## src/rtl/qevent_sched.sv

```systemverilog
// Per-channel timed codeword dispatcher: each qubit channel pops an event from its FIFO,
// waits for the timeline to reach the event time, then issues the codeword or flags it late.
module qevent_sched #(
  parameter int NCH = 7,
  parameter int TW  = 20,
  parameter int CW  = 18
) (
  input  logic                    clk,
  input  logic                    reset,
  input  logic                    run,
  input  logic [TW-1:0]           t_cnt,
  input  logic [NCH-1:0]          fifo_empty,
  input  logic [(TW+CW)*NCH-1:0]  fifo_rdata,
  output logic [NCH-1:0]          fifo_rd_en,
  output logic [NCH-1:0]          cw_valid,
  output logic [CW*NCH-1:0]       cw_data,
  output logic [NCH-1:0]          err_late,
  input  logic                    err_clr,
  output logic                    busy
);

  localparam int EW = TW + CW;

  typedef enum logic [1:0] {
    IDLE  = 2'd0,
    FETCH = 2'd1,
    ARMED = 2'd2
  } state_t;

  // Modular distance to the event time; negative means the time has already passed,
  // which stays correct across the t_cnt wrap as long as events are within half a period.
  function automatic logic signed [TW-1:0] time_diff(input logic [TW-1:0] ev_time,
                                                     input logic [TW-1:0] now);
    return signed'(ev_time - now);
  endfunction

  logic [NCH-1:0] active;

  for (genvar i = 0; i < NCH; i++) begin : g_ch
    state_t                 state_q, state_d;
    logic [TW-1:0]          stg_time;
    logic [CW-1:0]          stg_cw;
    logic signed [TW-1:0]   d;
    logic                   can_fetch, hit, late, rd;
    logic                   vld_p1, err_q;
    logic [CW-1:0]          data_p1;

    assign d         = time_diff(stg_time, t_cnt);
    assign can_fetch = run & ~fifo_empty[i];
    assign hit       = (state_q == ARMED) && (d == '0);
    assign late      = (state_q == ARMED) && d[TW-1];

    always_comb begin
      state_d = state_q;
      rd      = 1'b0;
      case (state_q)
        IDLE: begin
          if (can_fetch) begin
            rd      = 1'b1;
            state_d = FETCH;
          end
        end
        FETCH: state_d = ARMED;
        ARMED: begin
          if (hit || late) begin
            // Chain straight into the next fetch so back-to-back events stay 2 cycles apart.
            if (can_fetch) begin
              rd      = 1'b1;
              state_d = FETCH;
            end else begin
              state_d = IDLE;
            end
          end
        end
        default: state_d = IDLE;
      endcase
    end

    always_ff @(posedge clk or negedge reset) begin
      if (!reset) begin
        state_q  <= IDLE;
        stg_time <= '0;
        stg_cw   <= '0;
        vld_p1   <= 1'b0;
        data_p1  <= '0;
        err_q    <= 1'b0;
      end else begin
        state_q <= state_d;
        if (state_q == FETCH) begin
          {stg_time, stg_cw} <= fifo_rdata[i*EW +: EW];
        end
        // Issue stage: codeword registered one cycle after the time match
        vld_p1 <= hit;
        if (hit) begin
          data_p1 <= stg_cw;
        end
        err_q <= (err_q & ~err_clr) | late;
      end
    end

    assign fifo_rd_en[i]        = reset & rd;
    assign cw_valid[i]          = vld_p1;
    assign cw_data[i*CW +: CW]  = data_p1;
    assign err_late[i]          = err_q;
    assign active[i]            = (state_q != IDLE);
  end

  assign busy = reset & ((|active) | (run & ~(&fifo_empty)));

endmodule

```

## config.mk

```make
export PLATFORM = sky130hd
export DESIGN_NAME = qevent_sched
export DESIGN_NICKNAME = d
export VERILOG_FILES = /design/src/rtl/qevent_sched.sv
export SDC_FILE = /design/constraint.sdc
export NUM_CORES = 1
export LEC_CHECK = 0
export CORE_MARGIN = 3
export CORE_UTILIZATION = 53
export DETAILED_ROUTE_END_ITERATION = 12
export GPL_TIMING_DRIVEN = 0
export HOLD_SLACK_MARGIN = 0.06
export PLACE_DENSITY = 0.91
export SETUP_SLACK_MARGIN = 0.1
export SYNTH_ARGS = -nofsm -noshare
export SYNTH_HDL_FRONTEND = slang
export SYNTH_SLANG_ARGS = --single-unit
```

## constraint.sdc

```tcl
create_clock -name clk -period 9.92 [get_ports clk]
set_clock_uncertainty 0.2 [all_clocks]
set_input_delay 2.976 -clock clk [delete_from_list [all_inputs] [get_ports clk]]
set_output_delay 2.976 -clock clk [all_outputs]
set_load 0.005 [all_outputs]
```

==> impl_metrics.xml, run 1 <==
<?xml version="1.0" encoding="UTF-8"?>
<metrics>
  <group name="outcome">
    <metric name="run_status" unit="">completed</metric>
  </group>
  <group name="floorplan">
    <metric name="floorplan.die.height" unit="microns">218</metric>
    <metric name="core_region_area" unit="sq mm">0.0437</metric>
    <metric name="rows" unit="">76</metric>
    <metric name="start_util" unit="%">54.4</metric>
    <metric name="die_width" unit="microns">218</metric>
    <metric name="io_pins" unit="">445</metric>
    <metric name="dieArea" unit="sq mm">0.0475</metric>
  </group>
  <group name="worst_setup_path">
    <metric name="critical_path_arrival" unit="ps">10220</metric>
    <metric name="crit_path_max_fanout" unit="">9</metric>
    <metric name="worstReg2RegStart" unit="">g_ch[5].stg_time[14]</metric>
    <metric name="worstSetupPathType" unit="">input pin to flop</metric>
    <metric name="critical_path_launch_point_type" unit="">input pin</metric>
    <metric name="slowest_cell_delay_on_critical_path" unit="ps">370</metric>
    <metric name="cp_common_cell" unit="">buf_4</metric>
    <metric name="timing.critical_path.slowest_stage_cell" unit="">a2111oi_4</metric>
    <metric name="timing.reg2reg.setup_slack" unit="ps">2530</metric>
    <metric name="required" unit="ps">10240</metric>
    <metric name="r2r-end" unit="">g_ch[5].vld_p1</metric>
    <metric name="worst-r2r-cell-count" unit="">47</metric>
    <metric name="critPathCaptureType" unit="">flop</metric>
  </group>
  <group name="drt">
    <metric name="route.detailed.drc" unit="">0</metric>
    <metric name="ant_nets" unit="">0</metric>
    <metric name="avgViaCountPerCell" unit="">6.18</metric>
    <metric name="avgRoutedWirePerCell" unit="microns">24.5</metric>
    <metric name="detail_route.iter0.violations" unit="">1769</metric>
    <metric name="routed_wirelength" unit="microns">82900</metric>
    <metric name="vias" unit="">20900</metric>
    <metric name="drt-pass1-iter-count" unit="">6</metric>
  </group>
  <group name="clock_tree">
    <metric name="cts_made_buffers" unit="">46</metric>
    <metric name="cts-root-to-sink-buffers" unit="">3</metric>
    <metric name="cts_tree" unit="">yes</metric>
    <metric name="clk_lat_worst_skew" unit="ps">600</metric>
    <metric name="clk_transition_reported_paths" unit="ps">60</metric>
    <metric name="cts.sinks" unit="">420</metric>
    <metric name="cts.root.buffer_cell" unit="">clkbuf_16</metric>
    <metric name="ctsHtreeMaxLevel" unit="">2</metric>
  </group>
  <group name="pwr">
    <metric name="power.ir.vdd_worst" unit="V">0.000167</metric>
    <metric name="p_per_area" unit="mW/mm^2">278</metric>
    <metric name="leakagePower" unit="nW">14.5</metric>
  </group>
  <group name="hold_path">
    <metric name="hold_start" unit="">g_ch[1].stg_cw[3]</metric>
    <metric name="hold_class" unit="">flop to flop</metric>
    <metric name="worstHoldEndpoint" unit="">g_ch[1].data_p1[3]</metric>
    <metric name="min_delay_path_depth" unit="">1</metric>
  </group>
  <group name="sta">
    <metric name="clock.fmax" unit="MHz">101</metric>
    <metric name="slew-limit-headroom" unit="%">14.0</metric>
    <metric name="number_of_pins_with_negative_max_slew_slack_in_the_final_report" unit="">0</metric>
    <metric name="final.setup.tns" unit="ps">0</metric>
    <metric name="hold_viol" unit="">0</metric>
    <metric name="setup-violations-final" unit="">0</metric>
    <metric name="final.period_utilization" unit="%">99.8</metric>
    <metric name="max_slew.worst_pin.slew" unit="ps">1290</metric>
    <metric name="post_layout_min_period" unit="ps">9900</metric>
  </group>
  <group name="finish">
    <metric name="layout-drive-gt1-share" unit="%">29.4</metric>
    <metric name="post_layout_nonfiller_instances" unit="">3383</metric>
    <metric name="seqCellArea" unit="sq mm">0.0105</metric>
    <metric name="fill_cells" unit="">2651</metric>
    <metric name="area_of_the_multi_input_gates" unit="sq mm">0.0135</metric>
    <metric name="final_net_count" unit="">3185</metric>
    <metric name="area.growth.synth_to_final" unit="%">39.1</metric>
  </group>
  <group name="synth">
    <metric name="postSynth.asyncResetShare" unit="%">100</metric>
    <metric name="synth.ff_latch_count" unit="">420</metric>
    <metric name="syn-mean-instance-area" unit="sq um">11.3</metric>
    <metric name="synth.yosys.seq_area_share" unit="%">44.2</metric>
    <metric name="synth_area_leader_cell" unit="">dfrtp_1</metric>
    <metric name="netlist_cell_types" unit="">95</metric>
    <metric name="syn-instance-count" unit="">2114</metric>
    <metric name="post-synth-top-area-fraction" unit="%">44.2</metric>
    <metric name="ys.warnings.count" unit="">0</metric>
    <metric name="postSynthNetCount" unit="">2545</metric>
    <metric name="synth_top_flop_cell" unit="">dfrtp_1</metric>
    <metric name="syn-cell-area" unit="sq mm">0.0238</metric>
    <metric name="synth_enable_flop_cells" unit="">0</metric>
    <metric name="netlist_top_cells_area" unit="">dfrtp_1 44%, mux2_2 15%, ha_1 7.0%, mux2_4 2.2%, a21oi_1 2.2%</metric>
  </group>
  <group name="grt">
    <metric name="first_global_vias" unit="">21600</metric>
    <metric name="grt_start_max_net_pins" unit="">122</metric>
    <metric name="global_route.overflow_total" unit="">0</metric>
    <metric name="gr-usage-all-layers" unit="%">33.6</metric>
    <metric name="global_route_wire_length_before_repair" unit="microns">124000</metric>
    <metric name="number_of_antenna_violations_at_the_first_check_in_global_routing" unit="">13</metric>
  </group>
  <group name="place">
    <metric name="finalWeightedCongestion" unit="">0.945</metric>
    <metric name="placed_cells" unit="">3145</metric>
    <metric name="dpl.hpwl" unit="microns">55400</metric>
    <metric name="io_buffers" unit="">443</metric>
  </group>
  <group name="run">
    <metric name="maxCapViolations" unit="">0</metric>
  </group>
</metrics>
flip-flops by register name (all words and copies together) (netlist names):
name	flops
g_ch.vld_p1	7
g_ch.state_q	14
g_ch.stg_time	140
g_ch.err_q	7
g_ch.stg_cw	126
g_ch.data_p1	126
power by group:
| part | leakage [nW] | switching (W) | total [W] | internal, W |
|---|---|---|---|---|
| logic | 8.49 | 0.00249 | 0.00471 | 0.00222 |
| registers | 5.24 | 0.000425 | 0.00273 | 0.00230 |
| clock network | 0.756 | 0.000724 | 0.00176 | 0.00103 |
layout by cell type, fill, tap and decap left out, types with 13 or more instances in the layout:
master / instances
mux2_2: 318
clkdlybuf4s50_1: 420
or3_1: 17
clkbuf_1: 36
xor2_1: 19
nor2_1: 83
nand4_1: 27
nand3_1: 40
a21o_1: 30
dfrtp_1: 420
xnor2_1: 17
ha_1: 97
ha_4: 23
nor3_1: 29
o21bai_1: 14
nand2_1: 95
mux2_1: 44
o21ai_0: 67
nor4_1: 14
mux2i_1: 14
a21oi_2: 14
buf_4: 152
ha_2: 13
o21ai_1: 15
inv_1: 70
nand2b_1: 29
nor2b_1: 35
dlymetal6s2s_1: 14
clkinvlp_4: 19
mux2_4: 35
a21oi_1: 85
a31oi_1: 15
buf_12: 19
clkbuf_16: 46
nor3b_1: 13
o21a_1: 15
o211ai_1: 14
Yosys cell counts (27+ instances only):
cell type,number
clkbuf_1,45
nor3_1,37
dfrtp_1,420
nand2_1,98
ha_1,133
nor2_1,87
mux2_1,44
nand3_1,40
a21oi_1,103
inv_1,91
nand4_1,27
mux2_4,35
o21ai_0,77
a21o_1,30
nor2b_1,37
nand2b_1,29
mux2_2,318
area by class of cell:
cell class	instances	area share [%]
inverter	91	1.24
antenna	12	0.0907
timing repair buffer	599	17.8
sequential	420	31.8
clock inverter	17	0.646
tap	585	2.21
clock buffer	63	3.97
buffer	76	1.43
multi-input combinational	1520	40.8
timing repair:
action | CTS | global route
pin swaps | 37 | 52
resized for setup | 154 | 155
setup buffers | 121 | 32
hold endpoints to repair | 0 | 0
hold buffers | 0 | 0
gates cloned | 0 | 0
setup endpoints to repair | 7 | 8
metrics by stage:
stage | utilization, % | power (W) | instance area [sq um] | setup WS (ps) | hold WS (ps)
after floorplan | - | 0.00547 | 23800 | 903 | 252
after global placement | 66.2 | 0.00634 | 29000 | -12100 | 259
after detailed placement | 66.4 | 0.00654 | 29000 | -1240 | 269
after CTS | 73.7 | 0.00872 | 32200 | -7.64 | 283
after global routing | 75.7 | 0.00971 | 33100 | -31.1 | 305
final | 75.7 | 0.00919 | 33100 | 19.9 | 276
per-layer routing:
layer | share of wire, % | GRT usage (%) | routed length [microns] | vias up
met1 | 36 | 39.7 | 30200 | 10300
li1 | - | - | - | 9162
met2 | 48 | 56.8 | 39800 | 1121
met3 | 9.0 | 8.15 | 7430 | 352
met4 | 6.6 | 17.6 | 5490 | 6
met5 | 0.054 | 0 | 45 | -
worst max-delay path, delay by kind of cell:
| kind | cells | cell delay [ps] |
|---|---|---|
| AO/OA/AOI/OAI | 4 | 940 |
| adder cells (fa/ha/maj) | 1 | 280 |
| buffers and inverters | 42 | 5370 |
| AND/OR/NAND/NOR | 3 | 590 |
worst max path at each step:
stage / from / endpoint / slack [ps]
2_1_floorplan: t_cnt[1] / fifo_rd_en[6] / 900
3_3_place_gp: reset / busy / -12100
3_5_place_dp: t_cnt[0] / fifo_rd_en[0] / -1240
4_1_cts: t_cnt[2] / fifo_rd_en[0] / -8
5_1_grt: t_cnt[14] / g_ch[5].vld_p1 / -30
6_report: t_cnt[14] / g_ch[5].vld_p1 / 20
logic make-up (layout without fill, tap and decap cells):
family                     after synthesis  after routing  synth area share [%]
AOI/OAI and AO/OA                      442            442                  12.7
adders and majority gates              134            134                  7.08
muxes                                  414            414                  20.1
other                                    0             12                     0
and+or+nand+nor                        491            491                  11.3
buffers and inverters                  174            846                  3.23
xor gates and xnor gates                39             39                  1.44
DFF                                    420            420                  44.2
Power figures use the tool's default switching activity.
==> inputs of run 2 (changes only) <==
--- a/config.mk
+++ b/config.mk
@@ -5,8 +5,9 @@
 export SDC_FILE = /design/constraint.sdc
 export NUM_CORES = 1
 export LEC_CHECK = 0
+export ABC_AREA = 1
 export CORE_MARGIN = 3
-export CORE_UTILIZATION = 53
+export CORE_UTILIZATION = 54
 export DETAILED_ROUTE_END_ITERATION = 12
 export GPL_TIMING_DRIVEN = 0
 export HOLD_SLACK_MARGIN = 0.06
==> run 2 against run 1 <==
Critical path depth down 28. Largest cell class unchanged. Global-route usage is 1.4 points lower. Synthesized cell count is 56% higher. Sequential power shrank 3%. Sequential share of layout area shrank 0.096 points.
==> impl_metrics.xml, run 2 <==
<?xml version="1.0" encoding="UTF-8"?>
<metrics>
  <group name="worst_setup_path">
    <metric name="slowest_cell_delay_on_critical_path" unit="ps">560</metric>
    <metric name="cp_common_cell" unit="">nand2_1</metric>
    <metric name="critPathCaptureType" unit="">output pin</metric>
    <metric name="worst-r2r-cell-count" unit="">17</metric>
    <metric name="critical_path.cell_chain" unit="">clkdlybuf4s50_1 &gt; clkinvlp_4 &gt; buf_4 &gt; buf_12 &gt; ha_1 &gt; nand2_1 &gt; inv_1 &gt; nand2_1 &gt; nand2_1 &gt; a21oi_1 &gt; nand2_1 &gt; nand2_1 &gt; nand2_1 &gt; nor2_1 &gt; nand3_2 &gt; nor2_4 &gt; nand2_2 &gt; buf_6 &gt; nand3_2 &gt; nand2_2 &gt; nor2_2 &gt; clkdlybuf4s50_1</metric>
    <metric name="critical_path_launch_point_type" unit="">input pin</metric>
    <metric name="timing.reg2reg.setup_slack" unit="ps">6690</metric>
    <metric name="worstSetupEndpoint" unit="">fifo_rd_en[5]</metric>
    <metric name="worstSetupPathType" unit="">input pin to output pin</metric>
    <metric name="worstReg2RegStart" unit="">g_ch[0].stg_time[0]</metric>
    <metric name="cp.buffers_inverters" unit="">7</metric>
    <metric name="setup.worst_path.start" unit="">t_cnt[9]</metric>
    <metric name="timing.critical_path.slowest_stage_cell" unit="">clkdlybuf4s50_1</metric>
    <metric name="required" unit="ps">6740</metric>
    <metric name="number_of_cells_on_the_critical_path" unit="">22</metric>
    <metric name="critical_path.top_delay_family" unit="">buffers and inverters</metric>
    <metric name="crit_path_max_fanout" unit="">10</metric>
    <metric name="r2r-end" unit="">g_ch[0].data_p1[10]</metric>
    <metric name="critical_path_arrival" unit="ps">6620</metric>
  </group>
  <group name="pwr">
    <metric name="leakagePower" unit="nW">17.0</metric>
    <metric name="power.ir.vdd_worst" unit="V">0.000180</metric>
    <metric name="power.clock.fraction" unit="%">19.7</metric>
    <metric name="net_sw_share" unit="%">42.7</metric>
    <metric name="p_per_area" unit="mW/mm^2">270</metric>
    <metric name="cell_internal_pwr" unit="W">0.00513</metric>
    <metric name="combPwrFrac" unit="%">50.5</metric>
    <metric name="switching_power" unit="W">0.00382</metric>
    <metric name="seq_power_share" unit="%">29.7</metric>
  </group>
  <group name="place">
    <metric name="finalWeightedCongestion" unit="">0.934</metric>
    <metric name="dpl.hpwl" unit="microns">59200</metric>
    <metric name="placed_cells" unit="">4359</metric>
    <metric name="post_dp_cell_area" unit="sq mm">0.0310</metric>
    <metric name="dp_slack" unit="ps">-170</metric>
    <metric name="io_buffers" unit="">443</metric>
  </group>
  <group name="finish">
    <metric name="mostFrequentLayoutCells" unit="">880 x nand2_1, 474 x inv_1, 436 x clkdlybuf4s50_1, 420 x dfrtp_1, 368 x nor2_1</metric>
    <metric name="max_flop_register" unit="">g_ch.stg_time</metric>
    <metric name="finalCoreUtilization" unit="%">71.0</metric>
    <metric name="reg_top3" unit="">g_ch.stg_time x140, g_ch.data_p1 x126, g_ch.stg_cw x126</metric>
    <metric name="layout_commonest_cell" unit="">nand2_1</metric>
    <metric name="area.growth.synth_to_final" unit="%">29.2</metric>
    <metric name="layout-drive-gt1-share" unit="%">13.1</metric>
    <metric name="final_non_filler_cell_area" unit="sq mm">0.0332</metric>
    <metric name="post_layout_nonfiller_instances" unit="">4496</metric>
    <metric name="final_net_count" unit="">4283</metric>
    <metric name="largest_reg_flops" unit="">140</metric>
  </group>
  <group name="floorplan">
    <metric name="io_pins" unit="">445</metric>
    <metric name="floorplan.die.height" unit="microns">224</metric>
    <metric name="dieArea" unit="sq mm">0.0502</metric>
    <metric name="core_region_area" unit="sq mm">0.0468</metric>
    <metric name="rows" unit="">79</metric>
    <metric name="die_width" unit="microns">224</metric>
    <metric name="start_util" unit="%">55.0</metric>
  </group>
  <group name="sta">
    <metric name="final.period_utilization" unit="%">98.7</metric>
    <metric name="grt_setup_unrepaired" unit="">true</metric>
    <metric name="max_slew.worst_pin.slew" unit="ps">936</metric>
    <metric name="post_layout_min_period" unit="ps">9790</metric>
    <metric name="post-route-worst-setup-slack" unit="ps">125</metric>
    <metric name="slew-limit-headroom" unit="%">37.0</metric>
    <metric name="number_of_pins_with_negative_max_slew_slack_in_the_final_report" unit="">0</metric>
    <metric name="hold_viol" unit="">0</metric>
    <metric name="clock.fmax" unit="MHz">102</metric>
    <metric name="setup-violations-final" unit="">0</metric>
  </group>
  <group name="drt">
    <metric name="ant_nets" unit="">0</metric>
    <metric name="route.detailed.drc" unit="">0</metric>
    <metric name="detail_route.iter0.violations" unit="">1840</metric>
    <metric name="vias" unit="">24500</metric>
    <metric name="drt-pass1-iter-count" unit="">8</metric>
    <metric name="avgViaCountPerCell" unit="">5.44</metric>
    <metric name="avgRoutedWirePerCell" unit="microns">18.4</metric>
    <metric name="routed_wirelength" unit="microns">82800</metric>
  </group>
  <group name="grt">
    <metric name="global_route.overflow_total" unit="">0</metric>
    <metric name="global_route_wire_length_before_repair" unit="microns">128000</metric>
    <metric name="first_global_vias" unit="">24200</metric>
    <metric name="grt_start_max_net_pins" unit="">125</metric>
    <metric name="gr-usage-all-layers" unit="%">32.1</metric>
    <metric name="number_of_antenna_violations_at_the_first_check_in_global_routing" unit="">7</metric>
  </group>
  <group name="outcome">
    <metric name="run_status" unit="">completed</metric>
  </group>
  <group name="synth">
    <metric name="syn-mean-instance-area" unit="sq um">7.77</metric>
    <metric name="synth_enable_flop_cells" unit="">0</metric>
    <metric name="synth.yosys.seq_area_share" unit="%">40.9</metric>
    <metric name="synth.ff_latch_count" unit="">420</metric>
    <metric name="postSynth.asyncResetShare" unit="%">100</metric>
    <metric name="synth_simple_gate_area_share" unit="%">26.4</metric>
    <metric name="synth_top_family_by_area" unit="">simple AND/OR/NAND/NOR gates</metric>
    <metric name="postSynthNetCount" unit="">3737</metric>
    <metric name="syn-instance-count" unit="">3306</metric>
    <metric name="netlist_top_cells_area" unit="">dfrtp_1 41%, nand2_1 13%, mux2_2 9.7%, inv_1 7.2%, ha_1 6.5%</metric>
    <metric name="synth_top_flop_cell" unit="">dfrtp_1</metric>
    <metric name="synthAdderAreaFrac" unit="%">6.55</metric>
    <metric name="synth_area_leader_cell" unit="">dfrtp_1</metric>
    <metric name="synth-xor-area-share" unit="%">0.988</metric>
    <metric name="syn-cell-area" unit="sq mm">0.0257</metric>
    <metric name="synth-compound-area-share" unit="%">6.33</metric>
    <metric name="post-synth-top-area-fraction" unit="%">40.9</metric>
    <metric name="yosys.cell_count.top_type" unit="">nand2_1</metric>
    <metric name="ys_top_cells_by_count" unit="">881 x nand2_1, 490 x inv_1, 420 x dfrtp_1</metric>
    <metric name="netlist_cell_types" unit="">45</metric>
    <metric name="synth_mux_area_share" unit="%">9.73</metric>
    <metric name="ys.warnings.count" unit="">0</metric>
  </group>
  <group name="hold_path">
    <metric name="hold_class" unit="">flop to flop</metric>
    <metric name="hold_start" unit="">g_ch[4].stg_cw[14]</metric>
  </group>
  <group name="clock_tree">
    <metric name="cts-root-to-sink-buffers" unit="">3</metric>
    <metric name="clk_transition_reported_paths" unit="ps">60</metric>
    <metric name="ctsHtreeMaxLevel" unit="">2</metric>
    <metric name="cts_hold_buffers" unit="">0</metric>
    <metric name="cts.root.buffer_cell" unit="">clkbuf_16</metric>
    <metric name="cts_tree" unit="">yes</metric>
    <metric name="cts_made_buffers" unit="">45</metric>
    <metric name="cts.sinks" unit="">420</metric>
    <metric name="clk_lat_worst_skew" unit="ps">590</metric>
  </group>
  <group name="run">
    <metric name="maxCapViolations" unit="">0</metric>
  </group>
</metrics>
run 2: metrics by stage:
stage	power (W)	hold WS, ps	setup TNS [ps]
after CTS	0.00884	282	0
after detailed placement	0.00699	267	-229
final	0.00895	285	0
after global routing	0.00966	307	0
after global placement	0.00684	255	-5488600
after floorplan	0.00588	249	0
run 2: worst min-delay path by stage:
stage | end | slack (ps) | depth (start not counted)
6_report | g_ch[4].data_p1[14] | 280 | 2
5_1_grt | g_ch[4].data_p1[14] | 310 | 2
4_1_cts | g_ch[4].data_p1[14] | 280 | 2
3_5_place_dp | g_ch[4].data_p1[10] | 270 | 2
3_3_place_gp | g_ch[4].data_p1[9] | 250 | 2
2_1_floorplan | g_ch[4].data_p1[10] | 250 | 2
run 2: layer usage:
metal	track usage (%)	vias to the layer above	share of wire (%)
met5	0	-	0.054
met4	15.7	6	5.1
met3	7.22	284	9.2
met2	53.5	1103	47
met1	39.6	11400	39
li1	-	11600	-
run 2: cell type report:
| type | count | area, sq um |
|---|---|---|
| Clock buffer | 58 | 1290 |
| Clock inverter | 22 | 244 |
| Inverter | 506 | 1960 |
| Buffer | 79 | 442 |
| Fill cell | 3418 | 13600 |
| Timing Repair Buffer | 499 | 5080 |
| Multi-Input combinational cell | 2301 | 12900 |
| Sequential cell | 420 | 10500 |
| Antenna cell | 4 | 10.0 |
| Tap cell | 607 | 759 |
run 2: timing repair:
action,in CTS,in global routing
setup endpoints to repair,5,7
pin swaps,0,7
gates cloned,0,0
resized for setup,13,29
buffers inserted,25,28
run 2: power groups by stage:
stage / Sequential (W) / Clock (W) / Combinational (W)
2_1_floorplan: 0.00252 / 0 / 0.00336
3_3_place_gp: 0.00263 / 0 / 0.00421
3_5_place_dp: 0.00266 / 0 / 0.00433
4_1_cts: 0.00264 / 0.00178 / 0.00441
5_1_grt: 0.00271 / 0.00185 / 0.00510
6_report: 0.00266 / 0.00177 / 0.00452
run 2: cell families after synthesis:
| group | after synthesis |
|---|---|
| mux | 222 |
| buf+inv | 585 |
| simple gates | 1604 |
| compound gates | 312 |
| xor+xnor | 29 |
| fa+ha+maj | 134 |
| flops | 420 |
run 2: tightest hold or removal path: cells and delay by family (launching register included):
kind | cells | cell delay, ps
flip-flops | 1 | 340
AO/OA/AOI/OAI | 1 | 70
buffers and inverters | 1 | 50
